$ cat config.mk
export PLATFORM = sky130hd
export DESIGN_NAME = seq_detect_param
export DESIGN_NICKNAME = d
export VERILOG_FILES = /design/src/rtl/seq_detect_param.sv
export SDC_FILE = /design/constraint.sdc
export NUM_CORES = 1
export LEC_CHECK = 0
export CORE_MARGIN = 1.5
export CORE_UTILIZATION = 40
export CTS_BUF_LIST = sky130_fd_sc_hd__clkbuf_2
export DETAILED_ROUTE_END_ITERATION = 8
export HOLD_SLACK_MARGIN = 0.15
export PLACE_DENSITY = 0.65
export SYNTH_ARGS = -nofsm -noshare
export SYNTH_HDL_FRONTEND = slang
export SYNTH_SLANG_ARGS = --single-unit
$ cat constraint.sdc
create_clock -name clk -period 1.7 [get_ports clk]
set_input_delay 0.425 -clock clk [delete_from_list [all_inputs] [get_ports clk]]
set_output_delay 0.425 -clock clk [all_outputs]
set_load 0.01 [all_outputs]
$ cat src/rtl/seq_detect_param.sv
// Parametrised serial sequence detector: compares the last PAT_W valid bits against PATTERN.
// Optional per-position don't-care mask enabled by defining SEQ_DETECT_MASK_EN.
module seq_detect_param #(
  parameter int                 PAT_W   = 4,
  parameter logic [PAT_W-1:0]   PATTERN = 4'b1011,
  parameter int                 CNT_W   = 8,
  localparam int                RS_W    = $clog2(PAT_W+1)
) (
  input  logic             clk,
  input  logic             rst,
  input  logic             din,
  input  logic             din_valid,
  input  logic             overlap,
  input  logic             clear,
`ifdef SEQ_DETECT_MASK_EN
  input  logic [PAT_W-1:0] mask,
`endif
  output logic             os,
  output logic [RS_W-1:0]  rs,
  output logic [CNT_W-1:0] match_cnt
);

  localparam logic [RS_W-1:0]  RS_MAX  = RS_W'(PAT_W);
  localparam logic [RS_W-1:0]  RS_THR  = RS_W'(PAT_W-1);
  localparam logic [CNT_W-1:0] CNT_MAX = '1;

  logic [PAT_W-1:0] sh, sh_n, nxt;
  logic [RS_W-1:0]  rs_n;
  logic [CNT_W-1:0] cnt_n;
  logic             os_n, eq, hit;

  assign nxt = {sh[PAT_W-2:0], din};

`ifdef SEQ_DETECT_MASK_EN
  assign eq = (((nxt ^ PATTERN) & ~mask) == '0);
`else
  assign eq = (nxt == PATTERN);
`endif

  // rs qualification keeps stale history (after reset or a non-overlap restart) from matching
  assign hit = din_valid & eq & (rs >= RS_THR);

  always_comb begin
    sh_n  = sh;
    rs_n  = rs;
    cnt_n = match_cnt;
    os_n  = 1'b0;
    if (clear) begin
      sh_n  = '0;
      rs_n  = '0;
      cnt_n = '0;
    end else if (din_valid) begin
      sh_n = nxt;
      if (hit) begin
        os_n  = 1'b1;
        cnt_n = (match_cnt == CNT_MAX) ? CNT_MAX : match_cnt + CNT_W'(1);
        rs_n  = overlap ? RS_MAX : '0;
      end else begin
        rs_n  = (rs == RS_MAX) ? RS_MAX : rs + RS_W'(1);
      end
    end
  end

  always_ff @(posedge clk or posedge rst) begin
    if (rst) begin
      sh        <= '0;
      rs        <= '0;
      os        <= 1'b0;
      match_cnt <= '0;
    end else begin
      sh        <= sh_n;
      rs        <= rs_n;
      os        <= os_n;
      match_cnt <= cnt_n;
    end
  end

endmodule
== After elaboration in Yosys (flattened, before gate mapping) ==
Cells that the tools add are included.

* Register bits: 15
* Input port bits: 6
* Output and inout port bits: 12
* Logic and storage cells: 29

* Add/subtract/negate cells: 2
* Order comparisons: 1
* Eq/ne operators: 3
* Multiplexer cells: 14
* Bitwise gates (word level): 2
* Reductions and logical operators: 3

{| class="wikitable"
|+ Operator list
! cell !! count
|-
| two-way mux 8 bit || 4
|-
| two-way mux 3 bit || 7
|-
| adder 8 x 1 -> 8 bit, second input constant || 1
|-
| equality test 8 bit, second input constant || 1
|-
| equality test 4 bit, second input constant || 1
|-
| nonzero test 2 bit || 2
|-
| adder 3 x 1 -> 3 bit, second input constant || 1
|-
| equality test 3 bit, second input constant || 1
|-
| >= comparator 3 x 2 -> 1 bit, second input constant || 1
|-
| two-way mux 1 bit || 3
|-
| AND 1 bit || 2
|-
| AND reduction 2 bit || 1
|}

== Depth between registers and ports, before layout ==
* Depth after elaboration: 6
* Mapped depth: 6
* Depth with buffers taken out: 6

== Least setup slack after synthesis ==
OpenSTA, ideal clock, no wires.

* Path kind: register to register
* From: register rs[0]
* To: register match_cnt[6]
* Library setup time: 0.087 ns
* Arrival time: 1.638 ns
* Required time: 1.613 ns
* Slack: -0.025 ns
* Cell stages (with the launch flop): 7
* Buffers on the path: 0
* Clock period less this slack: 1.725 ns
* Cells stage by stage: dfrtp_1 > ha_1 > ha_1 > a211oi_4 > nor4_4 > and4b_1 > a211oi_2

* Longest elaborated chain between the ends: 4

{| class="wikitable"
|+ RTL lines
! what !! line !! source
|-
| start, declared || 19 || <nowiki>output logic [RS_W-1:0] rs,</nowiki>
|-
| start signal, assigned || 72 || <nowiki>rs <= rs_n;</nowiki>
|-
| >= comparator 3 x 2 -> 1 bit || 41 || <nowiki>assign hit = din_valid & eq & (rs >= RS_THR);</nowiki>
|-
| AND 1 bit || 41 ||
|-
| nonzero test 2 bit (no source line) || -- ||
|-
| AND reduction 2 bit (no source line) || -- ||
|-
| end signal, assigned || 74 || <nowiki>match_cnt <= cnt_n;</nowiki>
|-
| end, declared || 20 || <nowiki>output logic [CNT_W-1:0] match_cnt</nowiki>
|}

No other way between the ends.
A chain may end at the register's enable or synchronous reset.

== Final worst setup path ==
Ends and elaborated chain as after synthesis.

==> run metrics <==
status=finished, final reports clean; max cap viols=0; NumNets Final=135; layout cells sized above 1=0.339; Placeable Area=2000 sq um; number of flops mapped to enable cells by yosys=0; largest net degree at the start of global routing=16; Async S/R FF share, synth=1.00; CP startpoint kind=flip-flop; hpwl dp=1380 um; H-tree Lvls=1; DIE AREA=2470 sq um; initial antenna violation count=0; starting density of the core=0.435; Hold Crit Class=primary input to asynchronous set/reset pin; register area=380 sq um; register area share after synthesis=0.431; Post-synth top flop=dfrtp_1; min Tclk post-route=1.69 ns; count of final setup violators=0; final hold violations=0; largest cells by area after synthesis=dfrtp_1 43%, mux2i_1 6.9%, ha_1 5.7%; CTS max path bufs=2; # port buffers=17; critical path endpoint category=flip-flop; post-route ant nets=0; count leader, synth=dfrtp_1; iteration count of the initial detailed-routing pass=4; antenna cells=0; total routed wirelength=2100 um; clock sinks=15; TritonCTS clock tree=yes; Slew @ Worst Pin=0.326 ns; maximum VDD drop=422 uV; final instance area=1300 sq um; Area Growth Syn to Fin=49.4%; Mapped Cells=84; Synth cell types=29; Mapped Nets=94; Vias/cell=5.35; Power Density=530 nW/um^2; Total GRT Usage=0.198; dpl cell area=1160 sq um; final slew viol count=0; Placed Instances=138; filler cell count in the final layout=174; M2 GR Usage=0.344; Setup TNS=0 ns; Top Ports=18; num rows=16; Netlist Area Pre-Place=871 sq um; area of the multi-input gates=513 sq um; Ys Warns=0; vias in the first global route=845; WP data arrival=1.91 ns; drt drc=0; Skew-Pair Late Insertion Delay=0.29 ns; routability cong.=0.715; RSZ-0062 raised after global routing=true; CP Class=flip-flop to flip-flop; TritonCTS Buffers=3; Post-synth top cells=15 x dfrtp_1, 10 x nor2_1, 7 x a21oi_1, 6 x mux2i_1, 5 x inv_1; Final period util=0.995; Synth Register Bits=15; CTS root buf=clkbuf_2; die width=49.7 um; grt peak-use layer=met2; GR Layer Usage met1=0.240; Worst Reg2Reg Path Length in Cells=7; Worst-path clk slew=0.15 ns; Syn Area/Cell=10.4 sq um; Die Y=49.7 um; Crit path required time=1.92 ns; post-synth top area cell=dfrtp_1; met3 Use GR=0.0303; Synth top area share=0.431; fin cells=151; Slew Limit Headroom=0.781; first-pass GRT wire length=3740 um; Iter 0 DRT Violations=22; GRT overflow=0; via count=808; drt wl/cell=13.9 um; Final Skew=0.00256 ns; static leakage=0.000698 uW; FMAX=0.591 GHz; Worst Path Max Fanout=4
==> worst max-delay path, cell delays in order, from the launching register on <==
cell and delay (ns):
dfrtp_2 0.46, ha_4 0.17, ha_4 0.16, a211oi_4 0.28, buf_6 0.15, nor4_4 0.05
and4b_1 0.19, a211oi_2 0.16
==> cell usage in the layout (no fill, tap or decap), types with 3 or more instances in the layout <==
master | synthesis | layout
nand4_1 | 3 | 3
inv_1 | 5 | 5
dlygate4sd2_1 | 0 | 3
buf_4 | 1 | 20
clkdlybuf4s50_1 | 0 | 8
dlymetal6s2s_1 | 0 | 5
nand2_1 | 4 | 4
nor2_1 | 10 | 10
a21oi_1 | 7 | 7
dfrtp_1 | 15 | 11
nand3_1 | 3 | 3
dfrtp_2 | 0 | 4
clkbuf_2 | 0 | 5
mux2i_1 | 6 | 6
==> state kept, by name (all words and copies together), names as in the netlist <==
signal     cells
match_cnt      8
rs             3
os             1
sh             3
==> metrics by stage <==
step	power [uW]	hold WS [ns]	worst slack, ns	utilization
2_1_floorplan	443	0.326	0.00690	-
3_3_place_gp	503	0.523	-0.341	0.579
3_5_place_dp	506	0.533	-0.329	0.579
4_1_cts	686	0.404	-0.0100	0.626
5_1_grt	733	0.413	-0.0903	0.650
6_report	689	0.410	0.00788	0.650
==> metal layers <==
layer	part of all wire	vias up	wire, um
li1	-	395	-
met3	0.045	4	94
met1	0.42	385	891
met4	0.0081	0	17
met2	0.52	24	1100
met5	0	-	0
==> area by class of cell <==
| cell class | count | area share |
|---|---|---|
| Clock buffer | 4 | 0.0154 |
| Inverter | 5 | 0.0144 |
| Multi-Input combinational cell | 62 | 0.394 |
| Sequential cell | 15 | 0.292 |
| Tap cell | 27 | 0.0260 |
| Timing Repair Buffer | 38 | 0.258 |
==> where the power goes <==
group,total [uW],switching (uW),internal [uW]
Combinational,132,69.3,62.8
Clock,183,121,62.4
Sequential,374,8.21,366
Total,689,198,491
==> cells by family (layout without fill, tap and decap cells) <==
group / Yosys count / count (layout) / share of synthesized area
simple gates: 34 / 34 / 0.256
compound gates: 18 / 18 / 0.151
flops: 15 / 15 / 0.431
buf+inv: 7 / 47 / 0.0359
mux: 6 / 6 / 0.0690
fa+ha+maj: 4 / 4 / 0.0575
==> worst paths after layout <==
check	startpoint	endpoint	slack [ns]
min in group clk	din	sh[0]	0.49
worst min-delay path	rst	match_cnt[3]	0.41
worst min register to register	sh[1]	sh[1]	0.59
max in group asynchronous	rst	rs[1]	1.10
worst max register to register	rs[0]	match_cnt[6]	0.008
worst max-delay path	rs[0]	match_cnt[6]	0.008
==> what timing repair did <==
item                                    in CTS  in global routing
buffers inserted                             8                  2
resized for setup                            9                 11
hold buffers                                 0                  0
pin swaps                                    1                  7
endpoints found under the setup margin      14                 10
Note: power is estimated with default switching activity, not from simulation.
==> patch 1: new RTL, same flow settings <==
The parameter `CNT_W` goes from 8 to 10.
--- a/src/rtl/seq_detect_param.sv
+++ b/src/rtl/seq_detect_param.sv
@@ -4,5 +4,5 @@
   parameter int                 PAT_W   = 4,
   parameter logic [PAT_W-1:0]   PATTERN = 4'b1011,
-  parameter int                 CNT_W   = 8,
+  parameter int                 CNT_W   = 10,
   localparam int                RS_W    = $clog2(PAT_W+1)
 ) (
Interface: changed (resized match_cnt); port bits go from 18 to 20. No check against the original RTL was run, so the function may have changed too.
==> patch 1 against the unedited design <==
- sequential cell count is 2 higher
- final area rose by 10%
- count of clock-buffer cells in the layout is 1 lower
- critical endpoint is now match_cnt[9]
- synthesized cell count up 11%
- highest routed layer unchanged
- worst setup slack improved by 0.0028 ns
- routed wire length increased by 3.7%
- critical path type unchanged
- total power grew 6.3%
- critical path depth is the same
- area after synthesis grew 9.2%
==> patch 1: results (changes against the unedited design) <==
## Status
• status: completed, unchanged

## Power and ir drop
• maximum vdd ir drop: 0.4650 mV, was 0.4219 mV
• leakage power: 0.8688 nW, was 0.6984 nW

## STA
• worst clock skew: 0.01183 ns, was 0.002564 ns
• Relative slew margins: 0.6785, was 0.7811

## Yosys
• share of synthesized registers carrying an async set or reset: 1.000, unchanged
• net count after synthesis: 103, was 94
• number of unique standard cell types used by synthesis: 32, was 29
• most area-consuming cells after synthesis: dfrtp_1 (45%), ha_1 (5.3%), a21oi_1 (4.2%), was dfrtp_1 (43%), mux2i_1 (6.9%), ha_1 (5.7%)
• flip-flop cell with the highest count after synthesis: dfrtp_1, unchanged
• Synth top cells by count: dfrtp_1 (17), a21oi_1 (8), nand2_1 (7), was dfrtp_1 (15), nor2_1 (10), a21oi_1 (7)
• fraction of the yosys area taken by sequential cells: 0.4474, was 0.4310
• yosys warns: 0, unchanged

## Global route
• GR met1 Demand/Resource: 0.2385, was 0.2398
• GRT met3 Usage: 0.03736, was 0.03030
• GR Util met2: 0.3034, was 0.3444
• number of antenna violations at the first check in global routing: 0, unchanged
• vias in the first global route: 863, was 845
• pin count of the biggest net entering global routing: 18, was 16
• first-pass GRT wire length: 3.691 mm, was 3.739 mm
• global-route usage over all layers: 0.1876, was 0.1981

## Cells and area
• antenna diode count: 0, unchanged
• NumNets Final: 147, was 135
• biggest registers after layout: match_cnt (10), rs (3), sh (3), was match_cnt (8), rs (3), sh (3)
• share of cells above drive strength 1: 0.3235, was 0.3387
• Filler cells: 180, was 174

## CTS
• clock slew at the register clock pins of the worst setup and hold paths: 0.18 ns, was 0.15 ns
• buffer count from post-CTS setup fixing: 10, was 8
• clock root cell: clkbuf_2, unchanged
• Gates resized, CTS repair: 7, was 9
• Clock Path Buffers: 2, unchanged
• maximum level of the CTS H-tree: 1, unchanged
• clock latency reported for the late side of the worst-skew pair: 0.31 ns, was 0.29 ns
• number of buffers added by the clock tree synthesis step: 3, unchanged

## Critical path
• Crit Path Max Fanout: 7, was 4
• CP max stage delay: 0.45 ns
• slowest library cell on the worst path: dfrtp_2, unchanged
• Reg2Reg Setup Slack: 0.01 ns
• reg2reg end: match_cnt[9], was match_cnt[6]
• worst r2r path cells: 7, unchanged
• cell type group with the largest total delay on the critical path: flip-flops, unchanged
• launch point of the worst reg-to-reg path: rs[0], unchanged
• critical path arrival: 1.93 ns, was 1.91 ns

## Worst hold path
• Worst Hold Class: in2async, unchanged

## Place
• DPL Wire Length: 1.592 mm, was 1.378 mm
• port buffer count: 19, was 17
• final RePlAce weighted congestion: 0.8094, was 0.7154

## Route
• number of search-and-repair iterations in the first detailed-routing pass: 4, unchanged
• iteration-0 DRC count of the detailed router: 4, was 22
• post-detailed-routing wire length: 2.181 mm, was 2.103 mm
• vias post-DR: 892, was 808

[patch 1: area by class of cell]
| type | instances | share of cell area |
|---|---|---|
| Clock buffer | 3 | 0.01049 |
| Clock inverter | 1 | 0.003497 |
| Inverter | 6 | 0.01573 |
| Multi-Input combinational cell | 66 | 0.3733 |
| Sequential cell | 17 | 0.2998 |
| Tap cell | 28 | 0.02448 |
| Timing Repair Buffer | 43 | 0.2727 |
[patch 1: cells by family after synthesis]
| family | count (synthesis) | share of synthesized area |
|---|---|---|
| and+or+nand+nor | 34 | 0.2421 |
| adders and majority gates | 4 | 0.05263 |
| buffers and inverters | 10 | 0.04737 |
| muxes | 3 | 0.03158 |
| AOI/OAI and AO/OA | 25 | 0.1789 |
| DFF | 17 | 0.4474 |
[patch 1: how the worst max path moves through the flow]
stage | startpoint | to | slack [ns] | depth (start not counted)
after global placement | din | match_cnt[9] | -0.26 | 6
after detailed placement | din | match_cnt[9] | -0.31 | 6
after floorplan | rs[1] | match_cnt[9] | 0.01 | 6
after global routing | rs[1] | match_cnt[7] | -0.1 | 7
after CTS | match_cnt[7] | match_cnt[7] | 0.009 | 1
final | rs[0] | match_cnt[9] | 0.01 | 7
[patch 1: per-layer routing]
metal / routed length, um / share of wire
met4: 40 / 0.018
met5: 0 / 0
met2: 1052 / 0.48
met1: 1013 / 0.46
met3: 75 / 0.034
[patch 1: through the flow]
stage	setup slack, ns	hold slack [ns]	std cells	cell area, um^2
after detailed placement	-0.3119	0.5754	148	1284
after floorplan	0.01360	0.3509	93	991.0
final	0.01066	0.3919	164	1431
after CTS	0.008593	0.3778	161	1373
after global routing	-0.09824	0.3869	164	1431
after global placement	-0.2610	0.5314	148	1284
[patch 1: report_power, final]
group	internal, mW	switching, mW
sequential	0.414	0.00809
clock	0.0533	0.134
combinational	0.0588	0.0641
==> patch 2: new RTL, same settings <==
Without the edit above. Add an input register stage for `din`, `din_valid`, `overlap` and `clear`, without a reset; this delays them by one clock.
--- a/src/rtl/seq_detect_param.sv
+++ b/src/rtl/seq_detect_param.sv
@@ -25,4 +25,16 @@
   localparam logic [CNT_W-1:0] CNT_MAX = '1;
 
+  logic din_q;
+  logic din_valid_q;
+  logic overlap_q;
+  logic clear_q;
+
+  always_ff @(posedge clk) begin
+    din_q       <= din;
+    din_valid_q <= din_valid;
+    overlap_q   <= overlap;
+    clear_q     <= clear;
+  end
+
   logic [PAT_W-1:0] sh, sh_n, nxt;
   logic [RS_W-1:0]  rs_n;
@@ -30,5 +42,5 @@
   logic             os_n, eq, hit;
 
-  assign nxt = {sh[PAT_W-2:0], din};
+  assign nxt = {sh[PAT_W-2:0], din_q};
 
 `ifdef SEQ_DETECT_MASK_EN
@@ -39,5 +51,5 @@
 
   // rs qualification keeps stale history (after reset or a non-overlap restart) from matching
-  assign hit = din_valid & eq & (rs >= RS_THR);
+  assign hit = din_valid_q & eq & (rs >= RS_THR);
 
   always_comb begin
@@ -46,14 +58,14 @@
     cnt_n = match_cnt;
     os_n  = 1'b0;
-    if (clear) begin
+    if (clear_q) begin
       sh_n  = '0;
       rs_n  = '0;
       cnt_n = '0;
-    end else if (din_valid) begin
+    end else if (din_valid_q) begin
       sh_n = nxt;
       if (hit) begin
         os_n  = 1'b1;
         cnt_n = (match_cnt == CNT_MAX) ? CNT_MAX : match_cnt + CNT_W'(1);
-        rs_n  = overlap ? RS_MAX : '0;
+        rs_n  = overlap_q ? RS_MAX : '0;
       end else begin
         rs_n  = (rs == RS_MAX) ? RS_MAX : rs + RS_W'(1);
Check against the original RTL: not equivalent (Yosys sat finds a counterexample within 4 cycles, from zero or initial values and one cycle with rst high).
==> patch 2 against the unedited design <==
- critical endpoint unchanged
- final cell count is 0.66% lower
- die area grew 8.6%
- routed wire length down 1.1%
- total power grew 13%
- final area grew 3.5%
- area after synthesis increased by 9.2%
- worst setup slack better by 0.033 ns
- count of clock-buffer cells in the layout unchanged
- sequential share of layout area grew 4.9 points
- sequential cell count up 4
==> patch 2: results (changes against the unedited design) <==
## Status
• status: completed, unchanged

## Place
• DPL Wire Length: 1.381 mm, was 1.378 mm
• Inst Count DP: 137, was 138
• Area after DPL: 1196 um^2, was 1160 um^2

## Yosys
• number of unique standard cell types used by synthesis: 30, was 29
• Avg Cell Area, Syn: 10.81 um^2, was 10.37 um^2
• count of state elements after synthesis: 19, was 15
• share of synthesized registers carrying an async set or reset: 0.7895, was 1.000
• net count after synthesis: 98, was 94

## Cells and area
• nonclk buf count: 32, was 38
• NumNets Final: 133, was 135
• share of cells above drive strength 1: 0.2951, was 0.3387
• Filler cells: 203, was 174
• area share of buffers outside the clock network: 0.2156, was 0.2577

## Route
• vias post-DR: 835, was 808
• post-detailed-routing wire length: 2.079 mm, was 2.103 mm
• iteration-0 DRC count of the detailed router: 25, was 22

## Power and ir drop
• sequential group power: 0.480 mW, was 0.374 mW
• maximum vdd ir drop: 0.5162 mV, was 0.4219 mV
• leakage power: 0.6895 nW, was 0.6984 nW
• clock group total power: 0.197 mW, was 0.183 mW

## STA
• worst clock skew: 0.001332 ns, was 0.002564 ns
• transition at the pin with the smallest max-transition slack: 0.5454 ns, was 0.3256 ns

## Global route
• global-route usage over all layers: 0.1762, was 0.1981

## Critical path
• launch point of the worst reg-to-reg path: rs[1], was rs[0]
• Reg2Reg Setup Slack: 0.04 ns, was 0.008 ns

[patch 2: changes by cell type after synthesis]
cell / change
dfxtp_1: +4
[patch 2: worst max-delay path by stage]
stage / start / to / slack [ns] / cells past startpoint
after global routing: rs[1] / match_cnt[6] / -0.02 / 7
after CTS: match_cnt[3] / match_cnt[3] / 0.009 / 1
final: rs[1] / match_cnt[6] / 0.04 / 7
after floorplan: rs[0] / match_cnt[6] / 0.007 / 6
after global placement: rs[0] / match_cnt[6] / 0.04 / 6
after detailed placement: rs[0] / match_cnt[6] / 0.008 / 6
[patch 2: layer usage]
layer	track usage	vias to the layer above	routed length, um
met3	0.01724	4	99
li1	-	395	-
met4	0.08333	0	20
met1	0.2551	411	970
met5	0	-	0
met2	0.2650	25	988
[patch 2: per-stage QoR]
stage	hold slack [ns]	setup WS, ns
after detailed placement	0.5402	0.007803
after global placement	0.5319	0.04389
final	0.3329	0.04095
after global routing	0.3735	-0.02454
after CTS	0.3368	0.009021
after floorplan	0.3263	0.006897
